## src/rtl/aes_ctrl_pkg.sv

```systemverilog
`default_nettype none
// +-----------------------------------------------------------------------------+
// | Package    : aes_ctrl_pkg                                                    |
// | Description: State encoding and AES round-count constants for round control |
// | Revision   : 1.0 - initial release                                          |
// +-----------------------------------------------------------------------------+
package aes_ctrl_pkg;

  localparam logic [1:0] IDLE = 2'b00;
  localparam logic [1:0] RUN  = 2'b01;
  localparam logic [1:0] DONE = 2'b10;

  localparam logic [7:0] NR_128 = 8'd10;
  localparam logic [7:0] NR_192 = 8'd12;
  localparam logic [7:0] NR_256 = 8'd14;

endpackage : aes_ctrl_pkg
`default_nettype wire

```

## src/rtl/down_count_core.sv

```systemverilog
`default_nettype none
// +-----------------------------------------------------------------------------+
// | Module     : down_count_core                                                 |
// | Description: WIDTH-bit down-counter built as a borrow chain of JK cells,    |
// |              with synchronous clear, parallel load and zero detect          |
// | Revision   : 1.0 - initial release                                          |
// +-----------------------------------------------------------------------------+
module down_count_core #(
  parameter int WIDTH = 8
) (
  input  logic             clk,
  input  logic             rst_n,
  input  logic             clear_i,
  input  logic             load_i,
  input  logic [WIDTH-1:0] load_value_i,
  input  logic             en_i,
  output logic [WIDTH-1:0] count_o,
  output logic             zero_o
);

  logic [WIDTH-1:0] count;
  logic [WIDTH-1:0] borrow;

  assign borrow[0] = en_i;

  // Clear beats load beats count; J/K encode set, reset or toggle per stage.
  for (genvar i = 0; i < WIDTH; i++) begin : g_stage
    logic j;
    logic k;

    if (i > 0) begin : g_borrow
      assign borrow[i] = borrow[i-1] & ~count[i-1];
    end

    assign j = clear_i ? 1'b0 : (load_i ?  load_value_i[i] : borrow[i]);
    assign k = clear_i ? 1'b1 : (load_i ? ~load_value_i[i] : borrow[i]);

    jk_flip_flop u_jk (
      .clk   (clk),
      .rst_n (rst_n),
      .j     (j),
      .k     (k),
      .q     (count[i])
    );
  end

  assign count_o = count;
  assign zero_o  = ~|count;

endmodule : down_count_core
`default_nettype wire

```

## src/rtl/jk_flip_flop.sv

```systemverilog
`default_nettype none
// +-----------------------------------------------------------------------------+
// | Module     : jk_flip_flop                                                    |
// | Description: JK flip-flop cell with asynchronous active-low reset           |
// | Revision   : 1.0 - initial release                                          |
// +-----------------------------------------------------------------------------+
module jk_flip_flop (
  input  logic clk,
  input  logic rst_n,
  input  logic j,
  input  logic k,
  output logic q
);

  always_ff @(posedge clk or negedge rst_n) begin
    if (!rst_n) begin
      q <= 1'b0;
    end else begin
      case ({j, k})
        2'b10:   q <= 1'b1;
        2'b01:   q <= 1'b0;
        2'b11:   q <= ~q;
        default: q <= q;
      endcase
    end
  end

endmodule : jk_flip_flop
`default_nettype wire

```

## src/rtl/round_down_counter.sv

```systemverilog
`default_nettype none
// +-----------------------------------------------------------------------------+
// | Module     : round_down_counter                                              |
// | Description: Loadable AES round down-counter with valid/ready load, count   |
// |              enable, abort and one-cycle terminal-count pulse.              |
// |              Define ROUND_DOWN_COUNTER_AUTORELOAD_EN for periodic reload.   |
// | Revision   : 1.0 - initial release                                          |
// +-----------------------------------------------------------------------------+
module round_down_counter
  import aes_ctrl_pkg::*;
#(
  parameter int WIDTH = 8
) (
  input  logic             clk,
  input  logic             rst,
  input  logic             load_valid,
  output logic             load_ready,
  input  logic [WIDTH-1:0] load_value,
  input  logic             EN,
  input  logic             abort,
  output logic [WIDTH-1:0] Q,
  output logic             busy,
  output logic             tc,
  output logic             done
);

  logic [1:0]       state_q;
  logic [1:0]       state_d;
  logic             tc_q;
  logic             tc_d;
  logic             busy_q;
  logic             done_q;

  logic             core_clear;
  logic             core_load;
  logic             core_en;
  logic [WIDTH-1:0] core_value;
  logic [WIDTH-1:0] count;
  logic             count_zero;
  logic             count_one;
  logic             load_fire;

  assign load_ready = (state_q == IDLE) || (state_q == DONE);
  assign load_fire  = load_valid & load_ready;
  assign count_one  = (count == WIDTH'(1));

`ifdef ROUND_DOWN_COUNTER_AUTORELOAD_EN
  logic [WIDTH-1:0] reload_q;

  always_ff @(posedge clk or negedge rst) begin
    if (!rst) begin
      reload_q <= '0;
    end else if (load_fire) begin
      reload_q <= load_value;
    end
  end
`endif

  always_comb begin
    state_d    = state_q;
    tc_d       = 1'b0;
    core_clear = 1'b0;
    core_load  = 1'b0;
    core_en    = 1'b0;
    core_value = load_value;

    if (abort) begin
      state_d    = IDLE;
      core_clear = 1'b1;
    end else if (load_fire) begin
      core_load = 1'b1;
      if (load_value == '0) begin
        state_d = DONE;
        tc_d    = 1'b1;
      end else begin
        state_d = RUN;
      end
    end else begin
      case (state_q)
        RUN: begin
          if (EN && !count_zero) begin
            if (count_one) begin
              tc_d = 1'b1;
`ifdef ROUND_DOWN_COUNTER_AUTORELOAD_EN
              core_load  = 1'b1;
              core_value = reload_q;
`else
              core_en = 1'b1;
              state_d = DONE;
`endif
            end else begin
              core_en = 1'b1;
            end
          end
        end
        IDLE, DONE: begin
          state_d = state_q;
        end
        default: begin
          state_d    = IDLE;
          core_clear = 1'b1;
        end
      endcase
    end
  end

  always_ff @(posedge clk or negedge rst) begin
    if (!rst) begin
      state_q <= IDLE;
      tc_q    <= 1'b0;
      busy_q  <= 1'b0;
      done_q  <= 1'b0;
    end else begin
      state_q <= state_d;
      tc_q    <= tc_d;
      busy_q  <= (state_d == RUN);
      done_q  <= (state_d == DONE);
    end
  end

  down_count_core #(
    .WIDTH (WIDTH)
  ) u_core (
    .clk          (clk),
    .rst_n        (rst),
    .clear_i      (core_clear),
    .load_i       (core_load),
    .load_value_i (core_value),
    .en_i         (core_en),
    .count_o      (count),
    .zero_o       (count_zero)
  );

  assign Q    = count;
  assign busy = busy_q;
  assign tc   = tc_q;
  assign done = done_q;

endmodule : round_down_counter
`default_nettype wire

```

## config.mk

```make
export PLATFORM = sky130hd
export DESIGN_NAME = round_down_counter
export DESIGN_NICKNAME = d
export VERILOG_FILES = /design/src/rtl/aes_ctrl_pkg.sv /design/src/rtl/down_count_core.sv /design/src/rtl/jk_flip_flop.sv /design/src/rtl/round_down_counter.sv
export SDC_FILE = /design/constraint.sdc
export NUM_CORES = 1
export LEC_CHECK = 0
export CAP_MARGIN = 20
export CORE_ASPECT_RATIO = 0.75
export CORE_MARGIN = 4
export CORE_UTILIZATION = 45
export DETAILED_ROUTE_END_ITERATION = 6
export GPL_TIMING_DRIVEN = 0
export PLACE_DENSITY = 0.76
export SKIP_LAST_GASP = 1
export SYNTH_ARGS = -nofsm -noshare
export SYNTH_HDL_FRONTEND = slang
export SYNTH_SLANG_ARGS = --single-unit
```

## constraint.sdc

```tcl
create_clock -name clk -period 2.9 [get_ports clk]
set_clock_uncertainty 0.15 [all_clocks]
set_input_delay 0.29 -clock clk [delete_from_list [all_inputs] [get_ports clk]]
set_output_delay 0.29 -clock clk [all_outputs]
set_load 0.03 [all_outputs]
```

==> impl_metrics.csv, run 1 <==
group,metric,value,unit
grt,antenna_found_initial,0,
clocking,cts_max_level,1,
worst_setup_path,path_max_fanout,7,
yosys,synth_seq_area_share,0.4140,
worst_setup_path,worst_ep_arrival_time,1.55,ns
layout,drive_gt1_frac,0.1356,
layout,nets,132,
yosys,synthTopCellsByCount,"dfrtp_1, a21oi_1, o21ai_0",
power_and_ir_drop,ir_worst_vdd,0.3331,mV
clocking,cts_root_buf,"clkbuf_4",
clocking,cts_hold_buf,0,
yosys,synth_ff_type,"dfrtp_1",
layout,diodes,0,
worst_setup_path,rrSetupSlack,1.15,ns
yosys,synth_edf_count,0,
yosys,yosysWarnings,0,
place,dpl_worst_slack,0.8395,ns
yosys,yosysMostFrequentCell,"dfrtp_1",
worst_hold_path,hold_class,"primary input to asynchronous set/reset pin",
power_and_ir_drop,power.switching,0.1549,mW
clocking,tritoncts,"yes",
power_and_ir_drop,clock_power_share,0.244,
power_and_ir_drop,comb_power_share,0.308,
worst_setup_path,r2r_cells,4,
yosys,synth_cell_type_count,30,
clocking,cts.sinks,13,
floorplanning,io_pins,25,
place,finalWeightedCongestion,0.9393,
floorplanning,die_w,56.25,um
detailed_routing,drt_wl_total,2.035,mm
power_and_ir_drop,p_int,0.3156,mW
run,cap_violations,0,
detailed_routing,wl_per_cell,14.64,um
worst_setup_path,crit_path_end,"Q[2]",
grt,grt_max_degree,14,
sta,period_share,0.6878,
yosys,synthArstFlopShare,1.000,
yosys,syn_nets,103,
worst_setup_path,cp_slowest_cell,"clkdlybuf4s50_1",
sta,report.final.hold_viol_count,0,
worst_setup_path,end_kind,"primary output",
power_and_ir_drop,p_per_area,436.2,mW/mm2
detailed_routing,drtIter0Drc,57,
clocking,postCtsSetupRepairBufs,0,
sta,setup_viol_count_final,0,
layout,fin_area,0.001079,mm2
sta,slew_viol_final,0,
floorplanning,rows,12,
floorplanning,dieArea,0.002486,mm2
worst_setup_path,startpoint_type,"flop",
place,dpl_cell_area,0.001052,mm2
sta,fin_ws,0.9053,ns
power_and_ir_drop,p_leak,0.4427,nW
detailed_routing,antenna_left,0,
layout,fin_cells,139,
grt,grt_pass1_vias,734,
yosys,synth_area_per_cell,8.731,um2
worst_setup_path,reg2reg_to,"state_q[1]",
yosys,ys_ff_latch,13,
clocking,numCtsBuffers,3,
sta,relSlewSlack,0.5980,
yosys,synth_top_area_cell,"dfrtp_1",
sta,finalCriticalPeriod,1.995,ns
sta,rsz0062_at_grt,"false",
place,port_buffers,24,
worst_setup_path,cp_num_buf_inv,2,
place,post-dp-hpwl,1.510,mm
yosys,netlist_instances,90,
layout,nFillCells,135,
worst_setup_path,rr_startpoint,"u_core.g_stage[5].u_jk.q",
detailed_routing,drc_errors,0,
worst_setup_path,worst-setup-path-type,"flop to primary output",
yosys,syn-cell-area,785.8,um2
sta,tns,0,ns
clocking,clk_latency,0.28,ns
place,dp.cells,135,
clocking,cts-resized-gates,0,
worst_setup_path,cp_slowest_stage_delay,0.65,ns
detailed_routing,drt-pass1-iter-count,4,
floorplanning,start_util,0.5032,
yosys,synthTopCellsByArea,"dfrtp_1, buf_4, a21oi_1, o21ai_0, nor2_1",
sta,max_freq,0.5013,GHz
floorplanning,die_y,44.19,um
worst_setup_path,path_depth,2,
worst_setup_path,crit_start,"u_core.g_stage[2].u_jk.q",
worst_setup_path,crit_required,2.46,ns
detailed_routing,route.vias.total,814,
sta,worst_slew_pin_slew,0.6012,ns
grt,grt_usage,0.1689,
clocking,clock_path_buffers,2,
clocking,path_clk_slew,0.08,ns
grt,overflow,0,
grt,grt_pass1_wl,3.208,mm
run_status,status,"finished clean",
floorplanning,core,0.001562,mm2
layout,area_growth,37.26,%
power_and_ir_drop,p_total,0.4705,mW
yosys,yosysTopAreaCellShare,0.4140,
worst_setup_path,crit_path_cell_trace,"buf_4 -> clkdlybuf4s50_1",
detailed_routing,vias_per_cell,5.856,
power_and_ir_drop,pwr-share-seq,0.448,
power_and_ir_drop,p_sw_frac,0.3293,
worst_setup_path,crit_family,"buffers and inverters",
worst min path at each step:
stage	from	end	slack, ns	cells after the start
after floorplan	rst	busy	-0.16	0
after global placement	u_core.g_stage[1].u_jk.q	u_core.g_stage[1].u_jk.q	0.45	2
after detailed placement	u_core.g_stage[1].u_jk.q	u_core.g_stage[1].u_jk.q	0.46	2
after CTS	rst	u_core.g_stage[2].u_jk.q	0.25	1
after global routing	rst	u_core.g_stage[2].u_jk.q	0.26	1
final	rst	u_core.g_stage[2].u_jk.q	0.23	1
sequential cells by signal, summed over array words and instances (netlist names):
signal	count
u_core.g_stage.u_jk.q	8
state_q	2
tc	1
busy	1
done	1
power by group through the flow:
stage	registers [mW]	clock network, mW	logic, mW
final	0.211	0.115	0.145
after global routing	0.213	0.128	0.156
after CTS	0.210	0.117	0.144
after detailed placement	0.214	0	0.143
after global placement	0.213	0	0.141
after floorplan	0.216	0	0.0798
cells by family after synthesis:
kind of cell,after synthesis,synth area share
xor gates and xnor gates,1,0.01115
AOI/OAI and AO/OA,30,0.2245
and+or+nand+nor,32,0.2437
buffers and inverters,14,0.1067
DFF,13,0.4140
cell type report:
cell class	count	area, um2	share of cell area
Timing Repair Buffer	24	240.2	0.2227
Multi-Input combinational cell	63	376.6	0.3492
Clock buffer	4	26.28	0.02436
Inverter	5	18.77	0.01740
Buffer	9	65.06	0.06033
Sequential cell	13	325.3	0.3016
Tap cell	21	26.28	0.02436
worst register-to-register path, delay by kind of cell (launching register included):
kind               cells  cell delay, ns
AOI/OAI and AO/OA      1            0.15
DFF                    1            0.45
and+or+nand+nor        3            0.93
routing by layer:
metal | vias to the layer above | part of all wire | global-route usage
met5 | - | 0 | 0
met4 | 0 | 0.022 | 0.05687
met3 | 8 | 0.10 | 0.06122
met2 | 48 | 0.45 | 0.2821
met1 | 377 | 0.42 | 0.2050
li1 | 381 | - | -
layout by cell type (no fill, tap or decap):
cell type | netlist | final
nor3_1 | 3 | 3
a21oi_1 | 10 | 10
or2_2 | 1 | 1
inv_1 | 5 | 5
or2_1 | 1 | 1
nand4_1 | 1 | 1
clkbuf_4 | 0 | 3
o21ai_0 | 10 | 10
o21a_1 | 1 | 1
buf_2 | 1 | 1
nand2b_1 | 3 | 3
a21oi_2 | 1 | 1
and4bb_4 | 1 | 1
nor4_1 | 2 | 2
nor2_1 | 7 | 7
clkbuf_1 | 0 | 1
or3b_1 | 1 | 1
nor4_2 | 1 | 1
buf_4 | 8 | 8
or2_0 | 1 | 1
nor4b_1 | 1 | 1
clkdlybuf4s50_1 | 0 | 24
nand2_1 | 3 | 3
nand4b_1 | 1 | 1
o211ai_1 | 1 | 1
xor2_1 | 1 | 1
and3_1 | 2 | 2
o221a_1 | 1 | 1
nand3_1 | 3 | 3
a31oi_1 | 4 | 4
o31a_1 | 1 | 1
dfrtp_1 | 13 | 13
a211oi_1 | 1 | 1
stage by stage:
stage | util | hold slack (ns)
floorplan | - | -0.1556
global placement | 0.6739 | 0.4504
detailed placement | 0.6739 | 0.4594
CTS | 0.6907 | 0.2482
global route | 0.6907 | 0.2600
finish | 0.6907 | 0.2294
Power figures use the tool's default switching activity.
==> run 2, diff against run 1 <==
CORE_UTILIZATION = 44   (was 45)
PLACE_DENSITY = 0.75   (was 0.76)
clock period = 1.9 ns   (was 2.9 ns; I/O delays follow)
==> run 2 against run 1 <==
  * Via count shrank 4.9%
  * Register-to-register slack got worse by 0.94 ns
  * Worst setup slack got worse by 0.83 ns
  * Sequential share of layout area is 0.72 points lower
  * Cell area rose by 2.4%
  * Final cell count unchanged
  * Critical path type unchanged
  * Highest routed layer unchanged
==> impl_metrics.csv, run 2 (same netlist as run 1, synthesis figures left out) <==
group,metric,value,unit
layout,largest_reg_flops,8,
power_and_ir_drop,p_per_area,644.7,mW/mm2
layout,fin_cells,139,
floorplanning,die_w,56.80,um
worst_setup_path,worst_ep_arrival_time,1.49,ns
floorplanning,core,0.001577,mm2
sta,period_share,0.9612,
power_and_ir_drop,p_sw_frac,0.3228,
power_and_ir_drop,pwr-share-seq,0.455,
layout,fin_area,0.001105,mm2
floorplanning,start_util,0.4984,
worst_setup_path,rr_startpoint,"u_core.g_stage[5].u_jk.q",
worst_setup_path,r2r_cells,4,
power_and_ir_drop,comb_power_share,0.306,
power_and_ir_drop,p_int,0.4824,mW
floorplanning,dieArea,0.002533,mm2
detailed_routing,wl_per_cell,13.71,um
sta,finalCriticalPeriod,1.826,ns
sta,relSlewSlack,0.6111,
place,finalWeightedCongestion,0.9550,
sta,rsz0062_at_grt,"false",
grt,grt_pass1_vias,680,
detailed_routing,vias_per_cell,5.568,
layout,drive_gt1_frac,0.1356,
layout,diodes,0,
clocking,numCtsBuffers,3,
detailed_routing,drt-pass1-iter-count,4,
worst_hold_path,hold_class,"primary input to asynchronous set/reset pin",
run,cap_violations,0,
sta,fin_hold_ws,0.1266,ns
place,post-dp-hpwl,1.465,mm
clocking,cts.sinks,13,
grt,grt_pass1_wl,3.111,mm
layout,largest_register,"u_core.g_stage.u_jk.q",
grt,overflow,0,
power_and_ir_drop,ir_worst_vdd,0.5606,mV
clocking,cts_max_level,1,
detailed_routing,drt_wl_total,1.906,mm
layout,layout.cells.most_common_list,"clkdlybuf4s50_1, dfrtp_1, a21oi_1, o21ai_0, buf_4",
place,port_buffers,24,
worst_setup_path,rrSetupSlack,0.21,ns
worst_setup_path,end_kind,"primary output",
clocking,clock_path_buffers,2,
power_and_ir_drop,p_leak,0.5504,nW
sta,worst_slew_pin_slew,0.5815,ns
grt,grt_usage,0.1624,
layout,area_growth,40.61,%
floorplanning,die_y,44.60,um
detailed_routing,drtIter0Drc,19,
clocking,path_clk_slew,0.08,ns
worst_setup_path,crit_required,1.56,ns
detailed_routing,route.vias.total,774,
power_and_ir_drop,power.switching,0.2299,mW
place,dp.cells,135,
layout,nFillCells,131,
grt,antenna_found_initial,0,
run_status,status,"finished clean",
clocking,cts_root_buf,"clkbuf_4",
sta,setup_viol_count_final,0,
clocking,clk_latency,0.28,ns
floorplanning,io_pins,25,
place,dpl_cell_area,0.001052,mm2
clocking,tritoncts,"yes",
power_and_ir_drop,clock_power_share,0.239,
layout,nets,132,
sta,report.final.hold_viol_count,0,
layout,final_common_cell,"clkdlybuf4s50_1",
floorplanning,rows,12,
clocking,cts_hold_buf,0,
worst_setup_path,startpoint_type,"flop",
grt,grt_max_degree,14,
worst_setup_path,worst-setup-path-type,"flop to primary output",
worst_setup_path,reg2reg_to,"state_q[1]",
detailed_routing,antenna_left,0,
detailed_routing,drc_errors,0,
sta,slew_viol_final,0,
layout,top_regs,"u_core.g_stage.u_jk.q: 8 flops, state_q: 2 flops",
worst_setup_path,path_max_fanout,5,
sta,max_freq,0.5476,GHz
-- run 2: cell count changes in the layout (fill, tap and decap cells not counted) --
cell	before	now
nor4_4	0	1
dlymetal6s2s_1	0	7
nor4_2	1	0
clkdlybuf4s50_1	24	17
-- run 2: worst max-delay path, cell delays in order (launching register included) --
cell and delay (ns):
dfrtp_1 0.43, buf_4 0.13, clkdlybuf4s50_1 0.65
-- run 2: per-layer routing --
metal | share of wire | GRT usage | vias up
met5 | 0 | 0 | -
met4 | 0.0052 | 0.02778 | 0
met3 | 0.082 | 0.06706 | 2
met2 | 0.43 | 0.2373 | 33
met1 | 0.48 | 0.2283 | 359
li1 | - | - | 380
-- run 2: power groups by stage --
| stage | clock [mW] | sequential (mW) | combinational [mW] |
|---|---|---|---|
| floorplan | 0 | 0.329 | 0.122 |
| global placement | 0 | 0.325 | 0.215 |
| detailed placement | 0 | 0.326 | 0.217 |
| CTS | 0.182 | 0.321 | 0.217 |
| global route | 0.198 | 0.328 | 0.236 |
| finish | 0.171 | 0.324 | 0.218 |
-- run 2: cell type report --
| type | count | area, um2 | share of cell area |
|---|---|---|---|
| multi-input combinational | 63 | 385.4 | 0.3488 |
| sequential | 13 | 325.3 | 0.2945 |
| timing repair buffer | 24 | 257.7 | 0.2333 |
| buffer | 9 | 65.06 | 0.05889 |
| clock buffer | 4 | 26.28 | 0.02378 |
| tap | 21 | 26.28 | 0.02378 |
| inverter | 5 | 18.77 | 0.01699 |
-- run 2: how the worst max path moves through the flow --
stage | from | endpoint | slack (ns) | depth (start not counted)
after floorplan | u_core.g_stage[5].u_jk.q | tc | 0.37 | 4
after global placement | abort | u_core.g_stage[6].u_jk.q | -0.06 | 5
after detailed placement | abort | u_core.g_stage[6].u_jk.q | -0.06 | 5
after CTS | u_core.g_stage[5].u_jk.q | Q[5] | 0.02 | 2
after global routing | u_core.g_stage[3].u_jk.q | Q[3] | 0.03 | 2
final | u_core.g_stage[3].u_jk.q | Q[3] | 0.07 | 2
-- run 2: per-stage QoR --
step | power, mW | TNS, ns | util | setup slack, ns
after global placement | 0.5405 | -0.09032 | 0.6675 | -0.06304
after CTS | 0.7205 | 0 | 0.6841 | 0.01746
final | 0.7123 | 0 | 0.7008 | 0.07378
after global routing | 0.7616 | 0 | 0.7008 | 0.02574
after detailed placement | 0.5429 | -0.08496 | 0.6675 | -0.06110
after floorplan | 0.4511 | 0 | - | 0.3691
-- run 2: repair_timing --
item | 4_1_cts | 5_1_grt
resized for setup | 0 | 8
endpoints found under the hold margin | 0 | 0
endpoints found under the setup margin | 0 | 8
buffers inserted | 0 | 0
